File: config.mk
export PLATFORM = sky130hd
export DESIGN_NAME = opcode_sequencer_flat
export DESIGN_NICKNAME = d
export VERILOG_FILES = /design/src/rtl/opcode_sequencer_if.sv /design/src/rtl/opcode_sequencer.sv /design/src/flat_wrapper.sv
export SDC_FILE = /design/constraint.sdc
export NUM_CORES = 1
export LEC_CHECK = 0
export ABC_CLOCK_PERIOD_IN_PS = 2150
export BUFFER_PORTS_ARGS = -buffer_cell sky130_fd_sc_hd__buf_2
export CORE_UTILIZATION = 40
export CTS_CLUSTER_SIZE = 12
export DETAILED_ROUTE_END_ITERATION = 10
export GPL_TIMING_DRIVEN = 0
export PLACE_DENSITY = 0.74
export SKIP_CTS_REPAIR_TIMING = 1
export SYNTH_ARGS = -nofsm -noshare
export SYNTH_HDL_FRONTEND = slang
export SYNTH_SLANG_ARGS = --single-unit
File: constraint.sdc
create_clock -name clk -period 2.15 [get_ports clk]
set_input_delay 0.3225 -clock clk [delete_from_list [all_inputs] [get_ports clk]]
set_output_delay 0.3225 -clock clk [all_outputs]
set_load 0.05 [all_outputs]
File: src/rtl/opcode_sequencer_if.sv
// Opcode sequencer bus bundle.
//   Command channel : cmd_valid, cmd_prog (controller -> sequencer), cmd_ready (back)
//   Opcode channel  : op_valid, op_data, op_last (sequencer -> datapath), op_ready (back)
//   Control/status  : abort (in), busy, done, err (out)
// Handshake rule for both channels: a transfer happens on a rising clk edge where
// valid and ready are both high; once valid is raised the payload holds steady
// until that transfer, and ready may be driven independently of valid.
// Modport master is the controller/datapath side, slave is the sequencer.
interface opcode_sequencer_if #(
  parameter int DATA_W = 32,
  parameter int PROG_W = 4
);
  logic              cmd_valid;
  logic [PROG_W-1:0] cmd_prog;
  logic              cmd_ready;
  logic              abort;
  logic              op_valid;
  logic              op_ready;
  logic [DATA_W-1:0] op_data;
  logic              op_last;
  logic              busy;
  logic              done;
  logic              err;

  modport master (
    output cmd_valid, cmd_prog, abort, op_ready,
    input  cmd_ready, op_valid, op_data, op_last, busy, done, err
  );

  modport slave (
    input  cmd_valid, cmd_prog, abort, op_ready,
    output cmd_ready, op_valid, op_data, op_last, busy, done, err
  );
endinterface

File: src/rtl/opcode_sequencer.sv
// Microcode sequencer: a command picks one of NUM_PROG programs and the block
// streams that program's opcodes out of a ROM, one per cycle, under valid/ready.
// Ports:
//   clk, rst   rising-edge clock, asynchronous active-high reset
//   bus        opcode_sequencer_if.slave (command, opcode stream, abort, status)
//   dbg_state  current FSM state (IDLE=0, FETCH=1, ISSUE=2, DONE=3)
// ROM_INIT holds one {last, opcode} word per ROM entry; TBL_INIT holds one
// {valid, start_addr} word per program slot. Both are elaboration-time images.
// A word at ROM_DEPTH-1 always ends the program; if its stored last bit was
// clear this is reported as an overrun through err alongside done.
module opcode_sequencer #(
  parameter int DATA_W    = 32,
  parameter int ROM_DEPTH = 64,
  parameter int NUM_PROG  = 16,
  parameter logic [DATA_W:0] ROM_INIT [ROM_DEPTH] = '{default: '0},
  parameter logic [$clog2(ROM_DEPTH):0] TBL_INIT [NUM_PROG] = '{default: '0}
) (
  input  logic                clk,
  input  logic                rst,
  opcode_sequencer_if.slave   bus,
  output logic [1:0]          dbg_state
);
  localparam int ROM_AW = $clog2(ROM_DEPTH);
  localparam logic [ROM_AW-1:0] LAST_ADDR = ROM_AW'(ROM_DEPTH - 1);

  typedef enum logic [1:0] {IDLE, FETCH, ISSUE, DONE} state_t;

  state_t            state_q, state_d;
  logic [ROM_AW-1:0] addr_q;
  logic [DATA_W-1:0] data_q;
  logic              last_q;
  logic              ovr_q;
  logic              err_q, err_d;
  logic              live_q;
  logic              start, load;
  logic [ROM_AW:0]   tbl_entry;
  logic              prog_ok;
  logic [DATA_W:0]   rom_word;
  logic              at_end;

  // Table lookup guarded so out-of-range indices never touch the image.
  always_comb begin
    tbl_entry = '0;
    if (32'(bus.cmd_prog) < NUM_PROG) tbl_entry = TBL_INIT[bus.cmd_prog];
  end
  assign prog_ok = tbl_entry[ROM_AW];

  assign rom_word = ROM_INIT[addr_q];
  assign at_end   = (addr_q == LAST_ADDR);

  always_ff @(posedge clk or posedge rst) begin
    if (rst) state_q <= IDLE;
    else     state_q <= state_d;
  end

  // Abort overrides every state; it also suppresses loads and any err pulse.
  always_comb begin
    state_d = state_q;
    start   = 1'b0;
    load    = 1'b0;
    err_d   = 1'b0;
    if (bus.abort) begin
      state_d = IDLE;
    end else begin
      case (state_q)
        IDLE: begin
          if (bus.cmd_valid && bus.cmd_ready) begin
            if (prog_ok) begin
              start   = 1'b1;
              state_d = FETCH;
            end else begin
              err_d = 1'b1;
            end
          end
        end
        FETCH: begin
          load    = 1'b1;
          state_d = ISSUE;
        end
        ISSUE: begin
          if (bus.op_ready) begin
            if (last_q) begin
              state_d = DONE;
              err_d   = ovr_q;
            end else begin
              load = 1'b1;
            end
          end
        end
        DONE:    state_d = IDLE;
        default: state_d = IDLE;
      endcase
    end
  end

  // The opcode register is reloaded on the same edge as each handshake, so the
  // next opcode is presented with no bubble. The address saturates at the top.
  always_ff @(posedge clk or posedge rst) begin
    if (rst) begin
      addr_q <= '0;
      data_q <= '0;
      last_q <= 1'b0;
      ovr_q  <= 1'b0;
      err_q  <= 1'b0;
      live_q <= 1'b0;
    end else begin
      live_q <= 1'b1;
      err_q  <= err_d;
      if (start) begin
        addr_q <= tbl_entry[ROM_AW-1:0];
      end else if (load) begin
        data_q <= rom_word[DATA_W-1:0];
        last_q <= rom_word[DATA_W] | at_end;
        ovr_q  <= at_end & ~rom_word[DATA_W];
        if (!at_end) addr_q <= addr_q + ROM_AW'(1);
      end
    end
  end

  // live_q keeps cmd_ready low until the first edge after reset release.
  assign bus.cmd_ready = live_q && (state_q == IDLE);
  assign bus.op_valid  = (state_q == ISSUE);
  assign bus.op_data   = data_q;
  assign bus.op_last   = last_q;
  assign bus.busy      = (state_q == FETCH) || (state_q == ISSUE);
  assign bus.done      = (state_q == DONE);
  assign bus.err       = err_q;
  assign dbg_state     = state_q;
endmodule
File: src/flat_wrapper.sv
// flat-port wrapper written by rule: the top's interface ports become plain ports
module opcode_sequencer_flat 
#(
  parameter int DATA_W    = 32,
  parameter int ROM_DEPTH = 64,
  parameter int NUM_PROG  = 16,
  parameter logic [DATA_W:0] ROM_INIT [ROM_DEPTH] = '{default: '0},
  parameter logic [$clog2(ROM_DEPTH):0] TBL_INIT [NUM_PROG] = '{default: '0}
)
  (clk, rst, dbg_state, bus_cmd_valid, bus_cmd_prog, bus_abort, bus_op_ready, bus_cmd_ready, bus_op_valid, bus_op_data, bus_op_last, bus_busy, bus_done, bus_err);
  opcode_sequencer_if #(.DATA_W(DATA_W)) bus_i ();
  input  logic clk;
  input  logic rst;
  output logic [1:0] dbg_state;
  input wire logic [$bits(bus_i.cmd_valid)-1:0] bus_cmd_valid;
  input wire logic [$bits(bus_i.cmd_prog)-1:0] bus_cmd_prog;
  input wire logic [$bits(bus_i.abort)-1:0] bus_abort;
  input wire logic [$bits(bus_i.op_ready)-1:0] bus_op_ready;
  output wire logic [$bits(bus_i.cmd_ready)-1:0] bus_cmd_ready;
  output wire logic [$bits(bus_i.op_valid)-1:0] bus_op_valid;
  output wire logic [$bits(bus_i.op_data)-1:0] bus_op_data;
  output wire logic [$bits(bus_i.op_last)-1:0] bus_op_last;
  output wire logic [$bits(bus_i.busy)-1:0] bus_busy;
  output wire logic [$bits(bus_i.done)-1:0] bus_done;
  output wire logic [$bits(bus_i.err)-1:0] bus_err;
  assign bus_i.cmd_valid = bus_cmd_valid;
  assign bus_i.cmd_prog = bus_cmd_prog;
  assign bus_i.abort = bus_abort;
  assign bus_i.op_ready = bus_op_ready;
  assign bus_cmd_ready = bus_i.cmd_ready;
  assign bus_op_valid = bus_i.op_valid;
  assign bus_op_data = bus_i.op_data;
  assign bus_op_last = bus_i.op_last;
  assign bus_busy = bus_i.busy;
  assign bus_done = bus_i.done;
  assign bus_err = bus_i.err;
  opcode_sequencer #(.DATA_W(DATA_W), .ROM_DEPTH(ROM_DEPTH), .NUM_PROG(NUM_PROG), .ROM_INIT(ROM_INIT), .TBL_INIT(TBL_INIT)) u_core (.clk(clk), .rst(rst), .bus(bus_i), .dbg_state(dbg_state));
endmodule
* Word-level counts from Yosys, hierarchy flattened *
Memory sizes are Yosys's and may differ from the RTL's.
Index checks and enable logic that the tools add are counted.

operators by class
  eq/ne operators = 9
  add/subtract/negate cells = 1
  bitwise operators = 6
  $lt $le $gt $ge = 2
  multiplexer cells = 27
  reductions and logical operators = 8

operators with widths
  operator             count
  $mux 33              2
  $mux 6               3
  $mux 7               2
  $mux 1               12
  $mux 2               5
  $ne 3x2->1 const B   3
  $pmux 2 s4           1
  $ge 7x7->1 const B   1
  $not 6->7            1
  $add 6x1->6 const B  1
  $eq 6x6->1 const B   1
  $ge 5x5->1 const B   1
  $not 4->5            1
  $eq 2x2->1 const B   2
  $pmux 1 s2           2
  $reduce_and 2->1     2
  $reduce_and 4->1     1
  $ne 3x3->1 const B   1
  $eq 2x1->1 const B   1
  $logic_and 1x1->1    2
  $logic_not 2->1      1
  $ne 2x1->1 const B   1
  $not 1->1            2
  $reduce_bool 2->1    1
  other kinds (3)      3

storage, ports and cells
  input bits = 9
  output and inout bits = 40
  memory bits (read-only) = 2224
  logic and storage cells = 62
  memories kept = 2
  flip-flop bits (word level) = 44

memories
  memory           depth  bits a word  read ports  clocked after memory_dff  wr ports  RTL line                source
  (no name shown)  64     33           1           0                         0         opcode_sequencer.sv:48  assign rom_word = ROM_INIT[addr_q];
  (no name shown)  16     7            1           0                         0         opcode_sequencer.sv:44  if (32'(bus.cmd_prog) < NUM_PROG) tbl_entry = TBL_INIT[bus.cmd_prog];

* Longest topological paths before layout *
Gate-level depths: netlist of run 1.

  depth in word-level cells = 10
  depth in mapped cells = 6
  gate-level depth less buffers = 6

* Least setup slack after synthesis of run 1 *
Ideal clock, no wire load.

  path type = reg-to-reg
  start = register u_core.state_q[0], in the netlist u_core.dbg_state[0]
  end = register u_core.addr_q[1]
  clock period less this slack = 2335 ps
  required time = 2025 ps
  buffers on the path = 0
  data arrival time = 2210 ps
  path slack = -185 ps
  cell stages (with the launch flop) = 6
  setup time = 125 ps
  cells stage by stage = dfrtp_1 > inv_1 > ha_1 > nand2b_1 > nor2_2 > mux2_4

between the ends
  cells in the longest elaborated chain, start to end = 8
  elaborated cells on any way between the ends = 14
  classes of those cells = eq/ne: 3; mux: 6; reduce/logical: 5

RTL lines
  what                                                              RTL line                                         source
  start: declaration                                                opcode_sequencer.sv:28                           state_t state_q, state_d;
  start signal: assignment                                          opcode_sequencer.sv:53                           else state_q <= state_d;
  $logic_not 2->1                                                   opcode_sequencer.sv:65, opcode_sequencer.sv:121
  $logic_and 1x1->1                                                 opcode_sequencer.sv:121                          assign bus.cmd_ready = live_q && (state_q == IDLE);
  $logic_and 1x1->1                                                 opcode_sequencer.sv:67                           if (bus.cmd_valid && bus.cmd_ready) begin
  $mux 1                                                            opcode_sequencer.sv:67
  $mux 1                                                            opcode_sequencer.sv:65                           case (state_q)
  $mux 1                                                            opcode_sequencer.sv:62                           if (bus.abort) begin
  $ne 2x1->1 (no source line) or $reduce_bool 2->1 (tied branches)  n/a
  $reduce_and 2->1 (no source line)                                 n/a
  end signal: assignment                                            opcode_sequencer.sv:110                          addr_q <= tbl_entry[ROM_AW-1:0];
  end signal: assignment                                            opcode_sequencer.sv:115                          if (!at_end) addr_q <= addr_q + ROM_AW'(1);
  end: declaration                                                  opcode_sequencer.sv:29                           logic [ROM_AW-1:0] addr_q;

Several ways; a longest one is shown, not always the timed one.
A chain may end at the register's enable or synchronous reset.

* Final worst setup path of run 1 *
  start = register u_core.state_q[1], in the netlist u_core.dbg_state[1]
  end = output port bus_cmd_ready

between the ends
  cells in the longest elaborated chain, start to end = 2

RTL lines
  what               RTL line                 source
  $logic_not 2->1    opcode_sequencer.sv:121
  $logic_and 1x1->1  opcode_sequencer.sv:121
  end: declaration   flat_wrapper.sv:19       output wire logic [$bits(bus_i.cmd_ready)-1:0] bus_cmd_ready;

Every way passes these cells.

==> results.py, run 1 <==
metrics = {
    "job": {
        "maxCapViolCount": 0,
    },
    "layout": {
        "nets": 151,
        "diodes": 0,
        "area_delta_synth_final_pct": 28.7,
        "layout_common_cells": "33 x conb_1, 32 x buf_4, 12 x buf_2",
        "drive_above_1_share_pct": 41.5,
        "n_fill_cell": 183,
        "layout_commonest_cell": "conb_1",
        "design_area_um2": 1090,
    },
    "worst_setup_path": {
        "setup.worst_path.start": "u_core.dbg_state[1]",
        "crit_arrival_ns": 1.41,
        "critPathRequiredTime_ns": 1.83,
        "worstReg2RegStart": "u_core.dbg_state[1]",
        "crit_type": "reg -> out",
        "start_kind": "register",
        "end_kind": "primary output",
        "cp_max_fo": 5,
    },
    "cts": {
        "numCtsBuffers": 3,
        "cts_tree": "yes",
        "cts-root-buf": "clkbuf_4",
        "htreeDepth": 1,
        "clock_sinks": 11,
        "clock_path_buffers": 2,
        "cts.clk_slew.worst_paths_ns": 0.07,
        "insertion_delay_ns": 0.26,
    },
    "floorplanning": {
        "io_pins": 49,
        "die_y_um": 48.1,
        "row_count": 16,
        "core_area_um2": 1980,
        "die_area_um2": 2320,
        "initial_core_util_pct": 42.9,
        "die_w_um": 48.1,
    },
    "sta": {
        "drv_slew": 0,
        "worst_clock_skew_ns": 0.00420,
        "clock.fmax_mhz": 576,
        "fin_crit_sh_pct": 80.7,
        "rsz0062_at_grt": "false",
        "fin_crit_ns": 1.73,
        "hold_ws_ns": 0.0338,
        "setup_viol": 0,
        "hold_viol": 0,
        "tns_ns": 0,
    },
    "synthesis": {
        "synth_cells": 88,
        "yosys_warnings": 0,
        "ys_types": 22,
        "syn-cell-area_um2": 851,
        "ys_ff_latch": 11,
        "seq_area_frac_synth_pct": 32.4,
        "avgSynthCellArea_um2": 9.67,
    },
    "route": {
        "route.detailed.drc": 0,
        "antenna_left": 0,
        "dr.pass1.iters": 4,
        "postRouteWirelength_um": 1230,
        "wl_per_cell_um": 7.58,
        "vias_per_cell": 3.71,
        "vias": 601,
        "drt_iter0_markers": 4,
    },
    "global_routing": {
        "grt_pass1_wl_um": 1790,
        "antenna_found_initial": 0,
        "grtUsageTotal_pct": 11.8,
        "grt-ovfl-total": 0,
        "first_global_vias": 445,
        "grt_start_max_net_pins": 12,
    },
    "place": {
        "globalplace.congestion": 0.746,
        "portBuffers": 12,
        "dpl.hpwl_um": 1050,
        "postPlaceCellArea_um2": 1070,
    },
    "worst_hold_path": {
        "hp-class": "in -> async",
    },
    "power": {
        "peakVddDrop_mv": 0.380,
        "p_per_area_nw_per_um2": 677,
        "total_leakage_power_nw": 0.650,
    },
    "outcome": {
        "status": "finished clean",
    },
}
[through the flow]
| stage | power, mW | cells | util (%) | setup WS [ns] |
|---|---|---|---|---|
| after floorplan | 0.570 | 119 | - | 0.135 |
| after global placement | 0.601 | 158 | 53.9 | 0.494 |
| after detailed placement | 0.608 | 158 | 53.9 | 0.461 |
| after CTS | 0.751 | 162 | 55.2 | 0.395 |
| after global routing | 0.797 | 162 | 55.2 | 0.299 |
| final | 0.741 | 162 | 55.2 | 0.415 |
[metal layers]
| layer | vias to the layer above | track usage (%) | wire length (um) |
|---|---|---|---|
| met5 | - | 0 | 0 |
| met3 | 0 | 6.67 | 125 |
| met2 | 31 | 21.1 | 618 |
| li1 | 315 | - | - |
| met4 | 0 | 3.33 | 0 |
| met1 | 255 | 11.7 | 484 |
[state kept, by name, indices dropped and copies added (netlist names)]
name	cells
u_core.bus.op_last	1
u_core.bus.err	1
u_core.live_q	1
u_core.addr_q	6
u_core.dbg_state	2
[final timing paths]
path / cells after the start / end / slack (ns)
max: 4 / bus_cmd_ready / 0.42
max in group asynchronous: 2 / u_core.dbg_state[0] / 1.80
max reg2reg: 5 / u_core.addr_q[1] / 0.45
min: 2 / u_core.addr_q[2] / 0.03
min reg2reg: 1 / u_core.addr_q[5] / 0.47
min in group clk: 2 / u_core.dbg_state[1] / 0.25
[power by group]
group	leakage [nW]	internal (mW)	switching, mW
logic	0.490	0.102	0.246
clock network	0.0150	0.0717	0.0664
registers	0.146	0.233	0.0227
[cell families (layout without fill, tap and decap cells)]
group                    after synthesis  count (layout)  synth area share, %
buffers and inverters                 37              53                 30.4
multiplexers                           2               2                 2.94
XOR/XNOR                               5               5                 5.15
adder cells (fa/ha/maj)                6               6                 8.82
AO/OA/AOI/OAI                          6               6                 5.73
AND/OR/NAND/NOR                       19              19                 13.7
other                                  2              33                0.883
flip-flops                            11              11                 32.4
[critical path, stage by stage (launching register included)]
cell and delay [ns]:
dfrtp_2 0.44, inv_1 0.11, ha_1 0.19, and2_1 0.15
buf_2 0.26
[Yosys cell counts]
cell type	instances	area, um2
mux2i_1	1	10.0
inv_1	5	18.8
conb_1	2	7.51
buf_4	32	240
nor4_4	1	21.3
nor2_2	1	6.26
a21oi_1	3	15.0
ha_1	6	75.1
nand2b_1	1	6.26
nor2_1	2	7.51
nand2_1	4	15.0
xor2_1	5	43.8
nand3_2	1	10.0
nor3_1	5	25.0
o21ai_0	1	5.00
mux2_4	1	15.0
o22ai_4	1	20.0
and3b_1	1	8.76
nand3_1	2	10.0
o41ai_1	1	8.76
dfrtp_1	11	275
and2_1	1	6.26
[cell type report]
class                      count  area [um2]  area share [%]
sequential                    11         278            25.4
tap                           27        33.8            3.09
clock buffer                   4        26.3            2.40
buffer                        32         240            21.9
inverter                       5        18.8            1.71
multi-input combinational     71         438            40.0
timing repair buffer          12        60.1            5.49
Power figures use the tool's default switching activity.
==> inputs of run 2 (changes only) <==
--- a/config.mk
+++ b/config.mk
@@ -5,7 +5,7 @@
 export SDC_FILE = /design/constraint.sdc
 export NUM_CORES = 1
 export LEC_CHECK = 0
-export ABC_CLOCK_PERIOD_IN_PS = 2150
+export ABC_CLOCK_PERIOD_IN_PS = 1700
 export BUFFER_PORTS_ARGS = -buffer_cell sky130_fd_sc_hd__buf_2
 export CORE_UTILIZATION = 40
 export CTS_CLUSTER_SIZE = 12
==> constraint.sdc (replaced) <==
create_clock -name clk -period 1.7 [get_ports clk]
set_input_delay 0.255 -clock clk [delete_from_list [all_inputs] [get_ports clk]]
set_output_delay 0.255 -clock clk [all_outputs]
set_load 0.05 [all_outputs]
==> run 2 against run 1 <==
  * Clock skew about the same
  * Critical endpoint is now u_core.addr_q[1]
  * Clock-buffer cell count unchanged
  * Total power increased by 30%
  * Via count increased by 0.50%
  * The flow now finishes with violations (negative hold slack)
  * Non-clock buffer count unchanged
==> results.py, run 2 (synthesis gave the netlist of run 1 again) <==
metrics = {
    "worst_setup_path": {
        "crit_path_cell_trace": "inv_4 -> ha_4 -> and3b_1 -> o22ai_4 -> nor2_2 -> mux2_4",
        "slowest_delay_ns": 0.45,
        "slowest_stage": "dfrtp_2",
        "crit_arrival_ns": 1.77,
        "setup.worst_path.start": "u_core.dbg_state[0]",
        "end_kind": "register",
        "ff2ff_path_depth": 6,
        "crit_end": "u_core.addr_q[1]",
        "cp_max_fo": 6,
        "critPathRequiredTime_ns": 1.85,
        "timing.rr.end": "u_core.addr_q[1]",
        "worstReg2RegStart": "u_core.dbg_state[0]",
        "crit_type": "reg -> reg",
        "start_kind": "register",
        "ff2ff_setup_slack_ns": 0.08,
    },
    "place": {
        "globalplace.congestion": 0.769,
        "dpl.cell_count": 158,
        "portBuffers": 12,
        "pre_cts_ws_ns": 0.0937,
        "dpl.hpwl_um": 1040,
        "postPlaceCellArea_um2": 1090,
    },
    "global_routing": {
        "busiest_layer": "met2",
        "grtUsageMet1_pct": 13.6,
        "grt_pass1_wl_um": 1900,
        "first_global_vias": 475,
        "grt-ovfl-total": 0,
        "antenna_found_initial": 0,
        "grtUsageTotal_pct": 12.5,
        "grtUsageMet3_pct": 5.56,
        "grt_start_max_net_pins": 12,
        "grt_util_met2_pct": 21.9,
    },
    "sta": {
        "hold_ws_ns": -0.0414,
        "tns_ns": 0,
        "setup_viol": 0,
        "clock.fmax_mhz": 618,
        "fin_crit_sh_pct": 95.3,
        "worst_clock_skew_ns": 0.00380,
        "fin_crit_ns": 1.62,
        "layout_setup_ws_ns": 0.0807,
        "rsz0062_at_grt": "false",
        "drv_slew": 0,
        "hold_viol": 11,
    },
    "power": {
        "total_leakage_power_nw": 0.660,
        "finalPower_mw": 0.967,
        "p_per_area_nw_per_um2": 855,
        "peakVddDrop_mv": 0.564,
    },
    "route": {
        "vias_per_cell": 3.73,
        "postRouteWirelength_um": 1250,
        "wl_per_cell_um": 7.73,
        "drt_iter0_markers": 10,
        "dr.pass1.iters": 4,
        "vias": 604,
        "route.detailed.drc": 0,
        "antenna_left": 0,
    },
    "cts": {
        "numCtsBuffers": 3,
        "clock_sinks": 11,
        "cts.clk_slew.worst_paths_ns": 0.07,
        "cts_tree": "yes",
        "clock_path_buffers": 2,
        "insertion_delay_ns": 0.27,
        "cts-root-buf": "clkbuf_4",
        "htreeDepth": 1,
    },
    "worst_hold_path": {
        "hp-class": "in -> async",
    },
    "floorplanning": {
        "die_y_um": 48.1,
        "row_count": 16,
        "initial_core_util_pct": 42.9,
        "die_w_um": 48.1,
        "io_pins": 49,
        "die_area_um2": 2320,
        "core_area_um2": 1980,
    },
    "layout": {
        "design_area_um2": 1130,
        "area_delta_synth_final_pct": 32.9,
        "nets": 151,
        "n_fill_cell": 182,
        "layout_commonest_cell": "conb_1",
        "drive_above_1_share_pct": 45.2,
        "stdcell_count": 162,
        "regArea_um2": 278,
        "diodes": 0,
        "final_util_pct": 57.1,
        "multi_input_area_um2": 465,
        "largest_reg_flops": 6,
        "top_register": "u_core.addr_q",
        "layout_common_cells": "33 x conb_1, 32 x buf_4, 11 x buf_2",
    },
    "outcome": {
        "failed_checks": "negative hold slack",
        "status": "complete, but fails checks",
    },
    "job": {
        "maxCapViolCount": 0,
    },
}
-- run 2: worst min path at each step --
stage | from | endpoint | slack, ns | cells after the start
after detailed placement | rst | u_core.bus.err | 0.26 | 2
final | rst | u_core.bus.err | -0.04 | 2
after global placement | rst | u_core.bus.err | 0.26 | 2
after global routing | rst | u_core.bus.err | 0.004 | 2
after CTS | rst | u_core.bus.op_last | -0.03 | 2
after floorplan | rst | u_core.addr_q[0] | 0.11 | 1
-- run 2: layout make-up --
cell class / count / area share, %
repair buffers: 12 / 5.86
well taps: 27 / 2.99
clock buffers: 4 / 2.32
plain buffers: 32 / 21.2
inverters: 5 / 1.88
multi-input cells: 71 / 41.2
flip-flops and latches: 11 / 24.6
-- run 2: routing by layer --
layer  vias up  wire (um)
met5         -          0
met4         0          4
met3         2        111
met2        28        669
met1       261        467
li1        313          -
-- run 2: power by group --
group,switching [mW],internal [mW]
combinational,0.319,0.144
sequential,0.0318,0.294
clock,0.0868,0.0909
-- run 2: critical path: cells and delay by family, from the launching register on --
kind	cells	cell delay (ns)
adders and majority gates	1	0.16
buffers and inverters	1	0.10
DFF	1	0.45
AOI/OAI and AO/OA	1	0.11
muxes	1	0.31
and+or+nand+nor	2	0.36
